**config.mk**
```make
export PLATFORM = sky130hd
export DESIGN_NAME = tune_recorder
export DESIGN_NICKNAME = d
export VERILOG_FILES = /design/src/rtl/tune_recorder.sv
export SDC_FILE = /design/constraint.sdc
export NUM_CORES = 1
export LEC_CHECK = 0
export CAP_MARGIN = 20
export CORE_ASPECT_RATIO = 1.5
export CORE_MARGIN = 3
export CORE_UTILIZATION = 63
export CTS_CLUSTER_SIZE = 40
export DETAILED_ROUTE_END_ITERATION = 10
export PLACE_DENSITY = 0.84
export SYNTH_ARGS = -nofsm -noshare
export SYNTH_HDL_FRONTEND = slang
export SYNTH_SLANG_ARGS = --single-unit
```
**constraint.sdc**
```tcl
create_clock -name clk -period 6.4 [get_ports clk]
set_input_delay 1.28 -clock clk [delete_from_list [all_inputs] [get_ports clk]]
set_output_delay 1.28 -clock clk [all_outputs]
set_load 0.005 [all_outputs]
```
**src/rtl/tune_recorder.sv**
```systemverilog
// Maps keypad keys to a PWM half-period, live or from a recorded note/duration buffer.
// Live path and all outputs are registered (1-cycle latency); no backpressure, commands are single-cycle pulses.
module tune_recorder #(
  parameter int DEPTH    = 32,
  parameter int DUR_W    = 16,
  parameter int TICK_DIV = 50000
) (
  input  logic                     clk,
  input  logic                     rst_l,
  input  logic [15:0]              keys,
  input  logic                     rec,
  input  logic                     play,
  input  logic                     stop,
  output logic [9:0]               N,
  output logic [1:0]               state,
  output logic [$clog2(DEPTH):0]   count,
  output logic                     full
);

  localparam int AW = (DEPTH > 1) ? $clog2(DEPTH) : 1;
  localparam int CW = $clog2(DEPTH) + 1;
  localparam int PW = (TICK_DIV > 1) ? $clog2(TICK_DIV) : 1;

  localparam logic [1:0] ST_IDLE = 2'b00;
  localparam logic [1:0] ST_REC  = 2'b01;
  localparam logic [1:0] ST_PLAY = 2'b10;

  // Half-periods above 1023 (k1, k2) do not fit the 10-bit output and keep only their low bits.
  function automatic logic [9:0] key_map(input logic [15:0] k);
    logic [10:0] v;
    v = 11'd0;
    if      (k[0])  v = 11'd498;
    else if (k[10]) v = 11'd889;
    else if (k[11]) v = 11'd791;
    else if (k[12]) v = 11'd747;
    else if (k[13]) v = 11'd665;
    else if (k[14]) v = 11'd593;
    else if (k[15]) v = 11'd559;
    else if (k[1])  v = 11'd1185;
    else if (k[2])  v = 11'd1119;
    else if (k[3])  v = 11'd996;
    else if (k[7])  v = 11'd444;
    else if (k[8])  v = 11'd395;
    else if (k[9])  v = 11'd373;
    return v[9:0];
  endfunction

  logic [9:0]       mem_note [DEPTH];
  logic [DUR_W-1:0] mem_dur  [DEPTH];

  logic [PW-1:0]    presc;
  logic [9:0]       cur_note;
  logic [DUR_W-1:0] dur;
  logic [AW-1:0]    rd;
  logic [DUR_W-1:0] play_dur;
  logic [DUR_W-1:0] seg_ticks;

  logic [9:0]       live;
  logic             tick;
  logic [DUR_W-1:0] dur_eff;
  logic             seg_close;
  logic             do_write;
  logic             last_seg;
  logic             seg_done;
  logic [AW-1:0]    rd_nxt;

  // A segment closing on a tick edge still gets credit for that tick.
  always_comb begin
    live      = key_map(keys);
    tick      = (presc == PW'(TICK_DIV - 1));
    dur_eff   = (tick && (dur != {DUR_W{1'b1}})) ? dur + DUR_W'(1) : dur;
    seg_close = (state == ST_REC) && (stop || (live != cur_note));
    do_write  = seg_close && (dur_eff != '0);
    last_seg  = (CW'(rd) == count - CW'(1));
    seg_done  = (state == ST_PLAY) && tick && (seg_ticks == play_dur - DUR_W'(1));
    rd_nxt    = rd + AW'(1);
  end

  always_ff @(posedge clk) begin
    if (do_write) begin
      mem_note[count[AW-1:0]] <= cur_note;
      mem_dur[count[AW-1:0]]  <= dur_eff;
    end
  end

  always_ff @(posedge clk) begin
    if (!rst_l) begin
      state     <= ST_IDLE;
      N         <= '0;
      count     <= '0;
      full      <= 1'b0;
      presc     <= '0;
      rd        <= '0;
      cur_note  <= '0;
      dur       <= '0;
      play_dur  <= '0;
      seg_ticks <= '0;
    end else begin
      presc <= tick ? '0 : presc + PW'(1);
      case (state)
        ST_IDLE: begin
          N <= live;
          if (!stop && rec) begin
            count    <= '0;
            full     <= 1'b0;
            cur_note <= live;
            dur      <= '0;
            presc    <= '0;
            state    <= ST_REC;
          end else if (!stop && play && (count != '0)) begin
            rd        <= '0;
            N         <= mem_note[0];
            play_dur  <= mem_dur[0];
            seg_ticks <= '0;
            presc     <= '0;
            state     <= ST_PLAY;
          end
        end
        ST_REC: begin
          N <= live;
          if (seg_close) begin
            cur_note <= live;
            dur      <= '0;
            presc    <= '0;
            if (stop) state <= ST_IDLE;
            if (do_write) begin
              count <= count + CW'(1);
              if (count + CW'(1) == CW'(DEPTH)) begin
                full  <= 1'b1;
                state <= ST_IDLE;
              end
            end
          end else begin
            dur <= dur_eff;
          end
        end
        ST_PLAY: begin
          if (stop) begin
            N     <= '0;
            presc <= '0;
            state <= ST_IDLE;
          end else if (seg_done) begin
            presc     <= '0;
            seg_ticks <= '0;
            if (last_seg) begin
              N     <= '0;
              state <= ST_IDLE;
            end else begin
              rd       <= rd_nxt;
              N        <= mem_note[rd_nxt];
              play_dur <= mem_dur[rd_nxt];
            end
          end else if (tick) begin
            seg_ticks <= seg_ticks + DUR_W'(1);
          end
        end
        default: begin
          N     <= '0;
          presc <= '0;
          state <= ST_IDLE;
        end
      endcase
    end
  end

endmodule

```
After elaboration in Yosys (flattened, before gate mapping)
Memory sizes are Yosys's and may differ from the RTL's.
Cells that the tools add are included.
{"block": "totals", "output_inout_bits": 19, "elab_cells": 134, "in_bits": 21, "rom_bits": 0, "latch_bits": 0, "regBits": 98, "mem_count": 2, "ram_bits": 832}
{"block": "op_classes", "bitwise": 0, "mux": 72, "div": 0, "n_reduce_logical": 22, "mul": 0, "n_shift": 0, "n_eq_ne": 21, "n_addsub": 7, "magnitude_cmp": 0}
{"memory": "mem_dur", "words": 32, "word_bits": 16, "read_ports": 2, "rd_clocked_by_memory_dff": 0, "wr": 1, "line": "49", "rtl": "logic [DUR_W-1:0] mem_dur [DEPTH];"}
{"memory": "mem_note", "words": 32, "word_bits": 10, "read_ports": 2, "rd_clocked_by_memory_dff": 0, "wr": 1, "line": "48", "rtl": "logic [9:0] mem_note [DEPTH];"}
{"op": "2-to-1 mux 16 bit", "n": 19}
{"op": "2-to-1 mux 10 bit", "n": 17}
{"op": "case mux 16 bit (2 select lines)", "n": 3}
{"op": "adder 16 x 1 -> 16 bit, second input constant", "n": 3}
{"op": "case mux 16 bit (3 select lines)", "n": 1}
{"op": "case mux 10 bit (3 select lines)", "n": 1}
{"op": "2-to-1 mux 9 bit", "n": 3}
{"op": "2-to-1 mux 5 bit", "n": 5}
{"op": "case mux 10 bit (2 select lines)", "n": 1}
{"op": "2-to-1 mux 2 bit", "n": 9}
{"op": "2-to-1 mux 6 bit", "n": 3}
{"op": "equality test 16 bit", "n": 1}
{"op": "equality test 16 bit, second input constant", "n": 1}
{"op": "!= test 16 bit, second input constant", "n": 1}
{"op": "!= test 2 bit, second input constant", "n": 8}
{"op": "nonzero test 16 bit", "n": 1}
{"op": "subtractor 16 x 1 -> 16 bit, second input constant", "n": 1}
{"op": "!= test 3 bit, second input constant", "n": 4}
{"op": "case mux 6 bit (2 select lines)", "n": 1}
{"op": "!= test 10 bit", "n": 1}
{"op": "case mux 5 bit (2 select lines)", "n": 1}
{"op": "AND reduction 5 bit", "n": 2}
{"op": "logical AND 1 bit", "n": 8}
{"op": "AND reduction 4 bit", "n": 2}
{"op": "19 further kinds", "n": 25}

Logic depth before layout (Yosys ltp)
{"block": "depth", "depth_word": 20, "ltp_mapped": 13, "mapped_depth_nobuf": 10}

Worst setup path before layout
No wires, ideal clock.
{"block": "synth_path", "path_type": "input to register", "from": "in keys[3]", "to": "mem mem_dur[3][0], enable pin", "required_time_ps": 5925, "cell_stages": 7, "setup_ps": 475, "arrival_time_ps": 5327, "path_buffers": 1, "slack_ps": 598, "cell_sequence": "buf_2 or4_1 a311oi_1 a2111o_1 or4_4 nor3_4 nor4_1"}
{"block": "synth_via", "elab_chain_len": 16}
{"item": "start: declaration", "line": "10", "rtl": "input logic [15:0] keys,"}
{"item": "2-to-1 mux 10 bit", "line": "41", "rtl": "else if (k[3]) v = 11'd996;"}
{"item": "2-to-1 mux 10 bit", "line": "40", "rtl": "else if (k[2]) v = 11'd1119;"}
{"item": "2-to-1 mux 10 bit", "line": "39", "rtl": "else if (k[1]) v = 11'd1185;"}
{"item": "2-to-1 mux 10 bit", "line": "38", "rtl": "else if (k[15]) v = 11'd559;"}
{"item": "2-to-1 mux 10 bit", "line": "37", "rtl": "else if (k[14]) v = 11'd593;"}
{"item": "2-to-1 mux 10 bit", "line": "36", "rtl": "else if (k[13]) v = 11'd665;"}
{"item": "2-to-1 mux 10 bit", "line": "35", "rtl": "else if (k[12]) v = 11'd747;"}
{"item": "2-to-1 mux 10 bit", "line": "34", "rtl": "else if (k[11]) v = 11'd791;"}
{"item": "2-to-1 mux 10 bit", "line": "33", "rtl": "else if (k[10]) v = 11'd889;"}
{"item": "2-to-1 mux 10 bit", "line": "32", "rtl": "if (k[0]) v = 11'd498;"}
{"item": "!= test 10 bit", "line": "72", "rtl": "seg_close = (state == ST_REC) && (stop || (live != cur_note));"}
{"item": "logical OR 1 bit", "line": "72"}
{"item": "logical AND 1 bit", "line": "72"}
{"item": "logical AND 1 bit", "line": "73", "rtl": "do_write = seg_close && (dur_eff != '0);"}
{"item": "2-to-1 mux 1 bit", "line": "80", "rtl": "if (do_write) begin"}
{"item": "2-to-1 mux 1 bit (implied by the code)", "line": "82", "rtl": "mem_dur[count[AW-1:0]] <= dur_eff;"}
{"item": "end: declaration", "line": "49"}
Every way passes these cells.

Worst setup path in the final report
{"block": "layout_path", "from": "in keys[0]", "to": "mem mem_dur[13][7], enable pin"}
{"block": "layout_via", "elab_chain_len": 7}
{"item": "2-to-1 mux 10 bit", "line": "32"}
{"item": "!= test 10 bit", "line": "72"}
{"item": "logical OR 1 bit", "line": "72"}
{"item": "logical AND 1 bit", "line": "72"}
{"item": "logical AND 1 bit", "line": "73"}
{"item": "2-to-1 mux 1 bit", "line": "80"}
{"item": "2-to-1 mux 1 bit (implied by the code)", "line": "82"}
Every way passes these cells.

==> run summary <==
critical path capture point type: flip-flop
Syn Area/Cell: 18.5 µm²
CTS root buf: clkbuf_16
Global Route Usage Sum: 0.323
CTS max path bufs: 3
period utilization: 0.797
io pins: 40
Die Width: 208 µm
initial antenna violation count: 1
Die Footprint: 64200 µm²
CORE AREA: 60300 µm²
CTS tree: done
Starting DRT DRC Count: 3538
Routed wire per std cell: 34.6 µm
Cells after Synth: 2085
Inserted Clock Buffers: 80
Clk pin slew, worst setup/hold paths: 60 ps
storage element area: 26900 µm²
ys flop type: edfxtp_1
Multi-input gate area: 11100 µm²
via count: 21700
postcts setup bufs: 0
ANT nets after route: 0
CP required: 6610 ps
Hold WC Path Type: reg2reg
Area Overhead vs Synth: 11.1%
critical path class: in2reg
unrepaired setup endpoints after global routing: no
worst-path maximum fanout: 32
Cell Chain, Critical Path: clkdlybuf4s50_1 > nor2_1 > nand2_1 > o21ai_0 > xnor2_1 > nor4_2 > nand3_1 > and3_4 > and3_2
share of cells above drive strength 1: 0.243
Max-Cap Viols: 0
Die Y: 309 µm
Synth top area share: 0.649
NumNets Final: 2153
DRC violations left: 0
leakage power: 14.8 nW
initial core utilization: 0.639
final setup TNS: 0 ps
largest net degree at the start of global routing: 100
Critical Path Max Stage Delay: 680 ps
dominant cell type by area after synthesis: edfxtp_1
synth unique cells: 92
Yosys reg bits: 930
Post-synth EDFFs: 832
FP Rows: 110
# H-tree levels: 3
Worst Tran Pin Value: 1110 ps
critical path launch point type: input pin
Congestion Overflow GR: 0
Syn Nets: 2115
GP Congestion: 0.904
Detailed Route WL: 103000 µm
Inserted Diodes: 0
drt pass-1 iters: 6
sequential fraction of the synthesis area: 0.700
Arrival @ worst endpoint: 5310 ps
yosys synthesis warning count: 0
first-pass GRT wire length: 151000 µm
# port buffers: 36
Vias/cell: 7.31
CTS-repair resized insts: 0
Slew Limit Fails: 0
clk sink count: 930
Tot Pwr: 12.1 mW
hold_buf cts: 0
max_slew headroom: 0.259
main area contributors after synthesis: edfxtp_1, mux4_2, dfxtp_1, mux2i_1, nor2_1
IR drop worst, VDD: 207 µV
min Tclk post-route: 5100 ps
most common cell in the synthesized netlist: edfxtp_1
hpwl dp: 54400 µm
top post-synthesis cells by count: edfxtp_1, mux4_2, nor2_1, dfxtp_1, nand2_1
outcome: finished, final reports clean
fmax: 0.196 GHz
Final setup viols: 0
fillers: 3255
PD cells: 282 nW/µm²
CP max stage cell: o21ai_0
Clock Latency Late Sink: 640 ps
vias in the first global route: 22000
Synth Cell Area: 38500 µm²
Worst Skew: 22.3 ps
final hold viol count: 0
Post-synth ARST share: 0
-- per-layer routing --
metal / global-route usage / part of all wire / up-vias
li1: - / - / 8535
met1: 0.414 / 0.34 / 11100
met2: 0.538 / 0.50 / 1759
met3: 0.0599 / 0.10 / 376
met4: 0.169 / 0.060 / 2
met5: 0 / 0.00018 / -
-- cell families (layout without fill, tap and decap cells) --
family / Yosys count / count (layout) / share of synthesized area
mux: 326 / 326 / 0.169
simple gates: 438 / 438 / 0.0628
xor+xnor: 80 / 80 / 0.0184
fa+ha+maj: 9 / 9 / 0.00292
compound gates: 158 / 158 / 0.0302
buf+inv: 144 / 248 / 0.0165
flops: 930 / 930 / 0.700
-- registers in the layout (all words and copies together), names as in the netlist --
register and flops:
mem_dur 512, play_dur 16, dur 16, cur_note 10, mem_note 320, rd 5, seg_ticks 16, presc 16
state 2, count 6, full 1, N 10
-- where the power goes --
group	internal, mW	total, mW	switching, mW
Sequential	6.61	6.65	0.0365
Clock	2.88	5.10	2.22
Combinational	0.105	0.320	0.216
Total	9.59	12.1	2.47
-- final cells by class --
type,instances,area share
clock buffer,98,0.0509
sequential,930,0.630
timing repair buffer,81,0.0212
inverter,19,0.00167
multi-input combinational,1011,0.260
tap,784,0.0229
clock inverter,50,0.0126
-- through the flow --
step	setup slack, ps	instances	area, µm²	hold slack [ps]	util
after floorplan	598	2085	38500	418	-
after global placement	1270	2817	39800	428	0.661
after detailed placement	1120	2818	39900	440	0.661
after CTS	1550	2966	42600	454	0.706
after global routing	1320	2973	42800	476	0.709
final	1300	2973	42800	457	0.709
-- cell usage in the layout, fill, tap and decap left out, types with 20 or more instances in the layout --
cell / instances
nor2_1: 115
clkbuf_16: 84
a21oi_1: 22
mux2i_1: 65
nand4_1: 22
o21ai_0: 36
dfxtp_1: 97
xor2_1: 27
edfxtp_1: 832
clkinv_1: 20
nand2_1: 85
buf_4: 32
xnor2_1: 36
mux4_2: 260
clkdlybuf4s50_1: 36
nand3_1: 34
and3_2: 30
nor3_1: 24
-- worst paths after layout --
kind             from        endpoint  slack, ps  depth (start not counted)
max           keys[0]  mem_dur[13][7]       1300                          9
min          presc[0]        presc[0]        460                          1
max reg2reg    dur[0]  mem_dur[13][7]       1880                          9
min reg2reg  presc[0]        presc[0]        460                          1
-- critical path, delay by kind of cell --
family / cells / cell delay, ps
buffers and inverters: 1 / 630
XOR/XNOR: 1 / 240
AO/OA/AOI/OAI: 1 / 680
AND/OR/NAND/NOR: 6 / 2450
Note: power is estimated with default switching activity, not from simulation.
